### src/rtl/fpu_mul_iterative.sv
// Iterative IEEE-754-style multiplier, default FP16.
// Shift-add significand loop, RNE rounding, flush-to-zero, start/busy/done.
module fpu_mul_iterative #(
  parameter int EXP_W = 5,
  parameter int MAN_W = 10
) (
  input  logic                   clk,
  input  logic                   rst_n,
  input  logic                   start,
  input  logic [EXP_W+MAN_W:0]   a,
  input  logic [EXP_W+MAN_W:0]   b,
  output logic                   busy,
  output logic                   done,
  output logic [EXP_W+MAN_W:0]   result,
  output logic [3:0]             flags
);

  localparam int W  = 1 + EXP_W + MAN_W;
  localparam int SW = MAN_W + 1;
  localparam int PW = 2 * SW;
  localparam int XW = EXP_W + 2;
  localparam int CW = $clog2(MAN_W + 2);

  localparam logic signed [XW-1:0] BIAS = XW'((1 << (EXP_W - 1)) - 1);
  localparam logic signed [XW-1:0] EMAX = XW'((1 << EXP_W) - 1);
  localparam logic [CW-1:0] CLAST = CW'(MAN_W + 1);
  localparam logic [W-1:0] QNAN =
    {1'b0, {EXP_W{1'b1}}, 1'b1, {(MAN_W-1){1'b0}}};

  localparam logic [2:0] S_IDLE   = 3'd0;
  localparam logic [2:0] S_UNPACK = 3'd1;
  localparam logic [2:0] S_MUL    = 3'd2;
  localparam logic [2:0] S_NORM   = 3'd3;
  localparam logic [2:0] S_ROUND  = 3'd4;

  logic [2:0]           state_q, state_d;
  logic [W-1:0]         a_q, a_d, b_q, b_d;
  logic [PW-1:0]        acc_q, acc_d;
  logic [CW-1:0]        cnt_q, cnt_d;
  logic signed [XW-1:0] exp_q, exp_d;
  logic [SW-1:0]        man_q, man_d;
  logic                 g_q, g_d, r_q, r_d, s_q, s_d;
  logic                 busy_q, busy_d, done_q, done_d;
  logic [W-1:0]         res_q, res_d;
  logic [3:0]           flg_q, flg_d;

  logic [EXP_W-1:0] ea, eb;
  logic [MAN_W-1:0] fa, fb;
  logic             a_inf, a_nan, a_snan, a_zero;
  logic             b_inf, b_nan, b_snan, b_zero;
  logic             sgn;
  logic [SW-1:0]    siga, sigb;

  assign ea = a_q[W-2:MAN_W];
  assign eb = b_q[W-2:MAN_W];
  assign fa = a_q[MAN_W-1:0];
  assign fb = b_q[MAN_W-1:0];
  assign sgn = a_q[W-1] ^ b_q[W-1];
  assign siga = {1'b1, fa};
  assign sigb = {1'b1, fb};

  // Zero exponent covers subnormals too: they flush to signed zero.
  assign a_zero = ~|ea;
  assign b_zero = ~|eb;
  assign a_inf  = &ea & ~|fa;
  assign b_inf  = &eb & ~|fb;
  assign a_nan  = &ea & |fa;
  assign b_nan  = &eb & |fb;
  assign a_snan = a_nan & ~fa[MAN_W-1];
  assign b_snan = b_nan & ~fb[MAN_W-1];

  logic                 rup, carry;
  logic [SW:0]          man_r;
  logic signed [XW-1:0] exp_r;
  logic [MAN_W-1:0]     frac_r;

  assign rup    = g_q & (r_q | s_q | man_q[0]);
  assign man_r  = {1'b0, man_q} + {{SW{1'b0}}, rup};
  assign carry  = man_r[SW];
  assign exp_r  = exp_q + {{(XW-1){1'b0}}, carry};
  assign frac_r = carry ? man_r[MAN_W:1] : man_r[MAN_W-1:0];

  always_comb begin
    state_d = state_q;
    a_d     = a_q;
    b_d     = b_q;
    acc_d   = acc_q;
    cnt_d   = cnt_q;
    exp_d   = exp_q;
    man_d   = man_q;
    g_d     = g_q;
    r_d     = r_q;
    s_d     = s_q;
    busy_d  = busy_q;
    done_d  = 1'b0;
    res_d   = res_q;
    flg_d   = flg_q;
    unique case (state_q)
      S_IDLE: begin
        if (start) begin
          a_d     = a;
          b_d     = b;
          busy_d  = 1'b1;
          state_d = S_UNPACK;
        end
      end
      S_UNPACK: begin
        acc_d   = '0;
        cnt_d   = '0;
        exp_d   = $signed({2'b00, ea}) + $signed({2'b00, eb}) - BIAS;
        state_d = S_IDLE;
        done_d  = 1'b1;
        busy_d  = 1'b0;
        flg_d   = 4'b0000;
        if (a_nan | b_nan) begin
          res_d = QNAN;
          flg_d = {a_snan | b_snan, 3'b000};
        end else if ((a_inf & b_zero) | (b_inf & a_zero)) begin
          res_d = QNAN;
          flg_d = 4'b1000;
        end else if (a_inf | b_inf) begin
          res_d = {sgn, {EXP_W{1'b1}}, {MAN_W{1'b0}}};
        end else if (a_zero | b_zero) begin
          res_d = {sgn, {(W-1){1'b0}}};
        end else begin
          state_d = S_MUL;
          done_d  = 1'b0;
          busy_d  = 1'b1;
          flg_d   = flg_q;
        end
      end
      S_MUL: begin
        if (cnt_q == CLAST) begin
          state_d = S_NORM;
        end else begin
          if (sigb[cnt_q]) acc_d = acc_q + (PW'(siga) << cnt_q);
          cnt_d = cnt_q + CW'(1);
        end
      end
      S_NORM: begin
        state_d = S_ROUND;
        if (acc_q[PW-1]) begin
          man_d = acc_q[PW-1 -: SW];
          g_d   = acc_q[PW-1-SW];
          r_d   = acc_q[PW-2-SW];
          s_d   = |acc_q[PW-3-SW:0];
          exp_d = exp_q + XW'(1);
        end else begin
          man_d = acc_q[PW-2 -: SW];
          g_d   = acc_q[PW-2-SW];
          r_d   = acc_q[PW-3-SW];
          s_d   = |acc_q[PW-4-SW:0];
        end
      end
      S_ROUND: begin
        state_d = S_IDLE;
        done_d  = 1'b1;
        busy_d  = 1'b0;
        if (exp_r >= EMAX) begin
          res_d = {sgn, {EXP_W{1'b1}}, {MAN_W{1'b0}}};
          flg_d = 4'b0101;
        end else if (exp_r[XW-1] || exp_r == '0) begin
          res_d = {sgn, {(W-1){1'b0}}};
          flg_d = 4'b0011;
        end else begin
          res_d = {sgn, exp_r[EXP_W-1:0], frac_r};
          flg_d = {3'b000, g_q | r_q | s_q};
        end
      end
      default: begin
        state_d = S_IDLE;
        busy_d  = 1'b0;
      end
    endcase
  end

  always_ff @(posedge clk or negedge rst_n) begin
    if (!rst_n) begin
      state_q <= S_IDLE;
      a_q     <= '0;
      b_q     <= '0;
      acc_q   <= '0;
      cnt_q   <= '0;
      exp_q   <= '0;
      man_q   <= '0;
      g_q     <= 1'b0;
      r_q     <= 1'b0;
      s_q     <= 1'b0;
      busy_q  <= 1'b0;
      done_q  <= 1'b0;
      res_q   <= '0;
      flg_q   <= '0;
    end else begin
      state_q <= state_d;
      a_q     <= a_d;
      b_q     <= b_d;
      acc_q   <= acc_d;
      cnt_q   <= cnt_d;
      exp_q   <= exp_d;
      man_q   <= man_d;
      g_q     <= g_d;
      r_q     <= r_d;
      s_q     <= s_d;
      busy_q  <= busy_d;
      done_q  <= done_d;
      res_q   <= res_d;
      flg_q   <= flg_d;
    end
  end

  assign busy   = busy_q;
  assign done   = done_q;
  assign result = res_q;
  assign flags  = flg_q;

endmodule
### config.mk
export PLATFORM = sky130hd
export DESIGN_NAME = fpu_mul_iterative
export DESIGN_NICKNAME = d
export VERILOG_FILES = /design/src/rtl/fpu_mul_iterative.sv
export SDC_FILE = /design/constraint.sdc
export NUM_CORES = 1
export LEC_CHECK = 0
export CAP_MARGIN = 20
export CORE_UTILIZATION = 35
export CTS_CLUSTER_SIZE = 20
export DETAILED_ROUTE_END_ITERATION = 6
export PLACE_DENSITY = 0.51
export SLEW_MARGIN = 20
export SYNTH_ARGS = -nofsm -noshare
export SYNTH_HDL_FRONTEND = slang
export SYNTH_SLANG_ARGS = --single-unit
### constraint.sdc
create_clock -name clk -period 4.6 [get_ports clk]
set_input_delay 0.92 -clock clk [delete_from_list [all_inputs] [get_ports clk]]
set_output_delay 0.92 -clock clk [all_outputs]
set_load 0.005 [all_outputs]
==> results of run 1 <==
==> routing by layer <==
metal	up-vias	GRT usage	wire, µm	part of all wire
li1	2737	-	-	-
met1	2676	0.234	8050	0.49
met2	93	0.290	7860	0.47
met3	16	0.0309	456	0.027
met4	0	0.0492	214	0.013
met5	-	0	0	0
==> Yosys cell counts (2+ instances only) <==
cell / number / area [µm²]
xnor2_1: 23 / 201
clkbuf_1: 17 / 63.8
a31oi_1: 11 / 68.8
nor2_1: 48 / 180
o211ai_1: 4 / 30.0
xor2_1: 13 / 114
dfrtp_1: 104 / 2600
buf_2: 13 / 65.1
a21oi_1: 55 / 275
a21o_1: 15 / 113
mux4_2: 5 / 113
o21a_1: 2 / 15.0
mux2_2: 29 / 327
and2_1: 4 / 25.0
or4_1: 4 / 30.0
a22o_1: 7 / 61.3
nor3_1: 10 / 50.1
o21bai_1: 3 / 22.5
nand2b_1: 7 / 43.8
o22ai_1: 9 / 56.3
a211oi_1: 5 / 37.5
nand3_1: 41 / 205
ha_1: 37 / 463
clkbuf_2: 2 / 10.0
o31a_1: 2 / 17.5
nor4_1: 6 / 37.5
mux2i_1: 22 / 220
and3_1: 4 / 25.0
or3_1: 3 / 18.8
buf_4: 4 / 30.0
o21ai_0: 65 / 325
fa_1: 2 / 40.0
inv_1: 24 / 90.1
o41ai_1: 2 / 17.5
nor4b_1: 2 / 17.5
o31ai_1: 5 / 37.5
nand4_1: 6 / 37.5
nor2b_1: 12 / 75.1
nand2_1: 78 / 293
==> metrics by stage <==
step                power [mW]   util  worst slack, ps  cells  cell area [µm²]
floorplan                 3.93      -             1220    737             6780
CTS                       5.52  0.414              670   1034             7790
global placement          4.69  0.399              690   1018             7510
global route              5.96  0.414              383   1034             7790
detailed placement        4.73  0.399              695   1018             7510
finish                    5.47  0.414              686   1034             7790
==> sequential cells by signal, indices dropped and copies added, names as in the netlist, 3 cells and up <==
signal / count
acc_q: 22
a_q: 16
b_q: 16
result: 16
man_q: 11
exp_q: 7
cnt_q: 4
flags: 4
state_q: 3
==> power by group <==
part / switching, mW / leakage, nW / internal [mW]
Sequential: 0.461 / 1.32 / 1.28
Clock: 0.375 / 0.138 / 0.374
Combinational: 1.64 / 1.84 / 1.35
Total: 2.47 / 3.30 / 3.00
==> worst max path at each step <==
stage / startpoint / to / slack [ps] / cells after the start
after global routing: cnt_q[0] / acc_q[20] / 380 / 12
after detailed placement: cnt_q[0] / acc_q[21] / 700 / 11
after floorplan: cnt_q[1] / acc_q[21] / 1220 / 15
after global placement: cnt_q[0] / acc_q[21] / 690 / 11
after CTS: cnt_q[0] / acc_q[21] / 670 / 11
final: cnt_q[2] / acc_q[21] / 690 / 10
==> kinds of logic after synthesis <==
family / count (synthesis) / share of synthesized area
compound gates: 200 / 0.182
xor+xnor: 37 / 0.0489
fa+ha+maj: 39 / 0.0742
buf+inv: 64 / 0.0415
flops: 104 / 0.384
mux: 56 / 0.0972
simple gates: 237 / 0.173
==> final cells by class <==
| cell class | count | area share |
|---|---|---|
| clock buffer | 9 | 0.0289 |
| timing repair buffer | 59 | 0.0750 |
| tap | 260 | 0.0417 |
| clock inverter | 7 | 0.00706 |
| inverter | 26 | 0.0125 |
| sequential | 104 | 0.334 |
| multi-input combinational | 569 | 0.501 |
==> critical path, stage by stage, from the launching register on <==
cell	delay (ps)
dfrtp_1	670
clkinv_1	540
o41ai_1	880
ha_1	370
nand2_1	190
or3_4	410
nand2b_4	150
o211ai_2	120
o22ai_2	130
xor2_1	170
o31ai_1	190
==> impl_results.md, run 1 <==
- Seq/Total Area, Yosys: 0.384
- Max-slew violations: 0
- Vias in the first global route: between 5000 and 6000
- Die area: 19900 µm²
- DR WL/cell: 16.0 µm
- Via-to-Cell Ratio: 5.34
- Required @ worst endpoint: 4860 ps
- Ports: 57
- Nets: about 840
- Critical Path Sink Type: flip-flop
- Area occupied by multi-input gates: 3910 µm²
- Final Hold Viols: 0
- CTS Sinks: about 100
- Reg area: 2600 µm²
- Power Dens Cells: 702 nW/µm²
- Syn Inst Count: 737
- Maximum VDD drop: 0.366 mV
- Final wirelength: 16.6 mm
- Post-CTS Resized: 0
- N_diodes: 0
- Syn-to-layout area delta: 14.9%
- Via count: 5522
- Hold EP: result[3]
- Clock Path Buffers: 2
- Synth cell types: 71
- H-tree levels: 3
- DRC: 0
- Overflow after GRT: 0
- Cell row count: 50
- Placer Congestion: 0.907
- Die width: 141 µm
- Mapped cell area: 6780 µm²
- Max Cap Viol: 0
- Post-Synthesis Net Count: 811
- Status: completed
- Slew @ Worst Pin: 1090 ps
- RSZ-0062 raised after global routing: no
- Initial antenna violation count: 0
- Crit path kind: reg -> reg
- Reg2Reg Depth: 10
- CP Max Fanout: 16
- Asr flop ratio synth: 1.00
- Hold path startpoint: result[3]
- Hold slack final: 472 ps
- Hold Path Class: reg -> reg
- Final setup TNS: 0 ps
- CTS tree: done
- First-pass GRT wire length: 27.7 mm
- Commonest non-fill, non-tap cell in the layout: dfrtp_1
- Period minus WS final: 3910 ps
- Port bufs: 56
- Die height: 141 µm
- Total GRT Usage: 0.175
- Hold Buf Count CTS: 0
- Worst Hold Depth: 2
- Max frequency: 256 MHz
- Startpoint Class: flip-flop
- Root Buffer: clkbuf_16
- Reg2reg end: acc_q[21]
- Leak: 3.30 nW
- Most frequent cells in the layout: dfrtp_1, nand2_1, o21ai_0
- Final period util: 0.851
- Core area: 18800 µm²
- Post-CTS setup buffers: 0
- Synthesis-stage register bit count: between 100 and 150
- DRT iter0 DRCs: 208
- Rel. slew slack: 0.274
- Synth Area per Inst: 9.20 µm²
- Initial Util: 0.360
- Clk_skew: 6.54 ps
- Post-synth EDFFs: 0
- Synth Flop Type: dfrtp_1
- Arrival @ worst endpoint: 4170 ps
- R2R Setup Slk: 690 ps
- Later-pin clock latency in the skew report: between 300 and 400 ps
- Largest net degree at the start of global routing: 78
- Fillers: 1814
- Final setup fails: 0
- Yosys Warn Count: 0
- Final ANT Viol Nets: 0
- RR Startpoint: cnt_q[2]
- Num CTS Buffers: 9
- Pre-antenna DRT Iters: 5
- Hpwl dp: 12.5 mm
- Clock transition at path regs: 80 ps
- Fraction of layout cells with a size suffix above 1: 0.0930
Note: power is estimated with default switching activity, not from simulation.
==> run 2: changes to the inputs <==
SETUP_SLACK_MARGIN = 0.15   (was unset)
==> results of run 2 <==
No change in the layout: final DEF, timing and power equal those of run 1.
==> run 3: changes to the inputs <==
CORE_ASPECT_RATIO = 0.9   (was unset)
==> impl_results.md, run 3 (synthesized netlist as in run 1, its figures left out) <==
- Core area: 18700 µm² (-0.69%)
- Die width: 149 µm (+5.3%)
- Post-CTS Resized: 0 (unchanged)
- Placer Congestion: 0.870 (-4.1%)
- Clock Path Buffers: 2 (unchanged)
- Biggest register: acc_q
- Reg2reg end: acc_q[16]
- Startpoint Class: flip-flop
- Hold path startpoint: result[5]
- Max FFs per register: 22 (unchanged)
- Clock power frac: 0.136 (about the same)
- Final setup fails: 0 (unchanged)
- R2R Setup Slk: 620 ps (-70 ps)
- Root Buffer: clkbuf_16
- Comb pwr share: 0.545 (about the same)
- Power Dens Cells: 709 nW/µm² (+0.99%)
- Leak: 3.30 nW (about the same)
- Flop pwr share: 0.319 (+0.002)
- Ports: 57 (unchanged)
- Via-to-Cell Ratio: 5.37 (+0.63%)
- Largest net degree at the start of global routing: 78 (unchanged)
- Hold slack final: 478 ps (+6.06 ps)
- Worst Hold Depth: 2 (unchanged)
- N_diodes: 0 (unchanged)
- DR WL/cell: 16.6 µm (+3.5%)
- Nets: 842 (-0.12%)
- RSZ-0062 raised after global routing: no
- Num CTS Buffers: 9 (unchanged)
- Initial Util: 0.363 (+0.00251)
- Status: completed
- First-pass GRT wire length: 28.9 mm (+4.5%)
- Die area: 19900 µm² (about the same)
- Max Cap Viol: 0 (unchanged)
- Slew @ Worst Pin: 990 ps (-97.3 ps)
- Port bufs: 56 (unchanged)
- Required @ worst endpoint: 4790 ps (-70 ps)
- Crit path kind: reg -> reg
- Maximum VDD drop: 0.255 mV (-30%)
- Post-CTS setup buffers: 0 (unchanged)
- Cell row count: 47 (-6.0%)
- Vias in the first global route: 5468 (+2.0%)
- Syn-to-layout area delta: 14.5%
- Final wirelength: 16.9 mm (+1.7%)
- Hold EP: result[5]
- Switching part of the total power: 0.449 (-0.00259)
- RR Startpoint: cnt_q[0]
- Hold Buf Count CTS: 0 (unchanged)
- Max-slew violations: 0 (unchanged)
- CTS Sinks: 104 (unchanged)
- Period minus WS final: 3980 ps (+68.4 ps)
- Sw power: 2.47 mW (about the same)
- Later-pin clock latency in the skew report: 360 ps (about the same)
- CP Max Fanout: 23 (+7)
- Via count: 5460 (-1.1%)
- H-tree levels: 3 (unchanged)
- Fraction of layout cells with a size suffix above 1: 0.0908 (-0.00223)
- Commonest non-fill, non-tap cell in the layout: dfrtp_1
- DRC: 0 (unchanged)
- Final setup TNS: 0 ps (unchanged)
- Hpwl dp: 12.7 mm (+1.6%)
- Hold Path Class: reg -> reg
- Reg2Reg Depth: 12 (+2)
- Max frequency: 251 MHz (-1.7%)
- Arrival @ worst endpoint: 4180 ps (about the same)
- Final ANT Viol Nets: 0 (unchanged)
- Final Hold Viols: 0 (unchanged)
- Initial antenna violation count: 0 (unchanged)
- Pre-antenna DRT Iters: 4 (-1)
- Total GRT Usage: 0.184 (+0.00874)
- Overflow after GRT: 0 (unchanged)
- Most frequent cells in the layout: dfrtp_1, nand2_1, o21ai_0
- CTS tree: done
- Rel. slew slack: 0.338 (+0.0641)
- Critical Path Sink Type: flip-flop
- DRT iter0 DRCs: 362 (+74%)
- Die height: 134 µm (-5.1%)
- Clk_skew: 13.4 ps (+6.88 ps)
- P_int: 3.03 mW (+1.1%)
- Clock transition at path regs: 80 ps (about the same)
- Final period util: 0.866 (+0.0149)
## run 3: cell types whose count changed in the layout (fill, tap and decap cells not counted)
cell,delta
clkbuf_8,+3
clkinv_4,-2
buf_6,-1
clkinv_2,-1
clkinvlp_4,-1
inv_8,-1
nand2_1,-1
nand2_2,+1
## run 3: power by group through the flow
stage | logic, mW | registers, mW | clock network [mW]
5_1_grt | 3.37 | 1.84 | 0.810
6_report | 3.00 | 1.76 | 0.750
2_1_floorplan | 2.39 | 1.54 | 0
3_5_place_dp | 2.99 | 1.78 | 0
3_3_place_gp | 2.95 | 1.77 | 0
4_1_cts | 3.01 | 1.76 | 0.776
## run 3: critical path, cell delays in order (launching register included)
cell and delay, ps:
dfrtp_1 850, mux2_2 430, o21ai_0 310, o21ai_0 180
nor2b_1 170, ha_1 380, a21o_1 180, a21oi_1 160
nor2b_1 70, a311oi_2 590, o21ai_0 240, xnor2_1 160
o21ai_0 80
## run 3: layout make-up
| cell class | instances | area (µm²) |
|---|---|---|
| timing repair buffer | 58 | 573 |
| multi-input combinational | 569 | 3910 |
| clock buffer | 12 | 267 |
| tap | 245 | 307 |
| sequential | 104 | 2600 |
| fill | 1864 | 10900 |
| clock inverter | 2 | 13.8 |
| inverter | 26 | 97.6 |
## run 3: how the worst max path moves through the flow
stage,start,end,slack (ps),cells past startpoint
after floorplan,cnt_q[1],acc_q[21],1220,15
after global placement,cnt_q[1],acc_q[21],730,11
after detailed placement,cnt_q[0],acc_q[16],690,12
after CTS,cnt_q[0],acc_q[16],660,12
after global routing,cnt_q[0],acc_q[16],330,12
final,cnt_q[0],acc_q[16],620,12
## run 3: routing by layer
metal	share of wire	global-route usage	up-vias	routed length [µm]
met2	0.45	0.290	86	7620
met1	0.50	0.262	2625	8490
met4	0.011	0.0476	0	180
li1	-	-	2735	-
met5	0	0	-	0
met3	0.034	0.0293	14	571
## run 3: metrics by stage
stage / total power, mW / std cells / setup WS (ps) / area, µm² / utilization
6_report: 5.51 / 1016 / 618 / 7770 / 0.415
5_1_grt: 6.02 / 1016 / 328 / 7770 / 0.415
4_1_cts: 5.55 / 1016 / 656 / 7760 / 0.415
3_5_place_dp: 4.76 / 1002 / 694 / 7480 / 0.400
3_3_place_gp: 4.71 / 1002 / 730 / 7480 / 0.400
2_1_floorplan: 3.93 / 737 / 1220 / 6780 / -
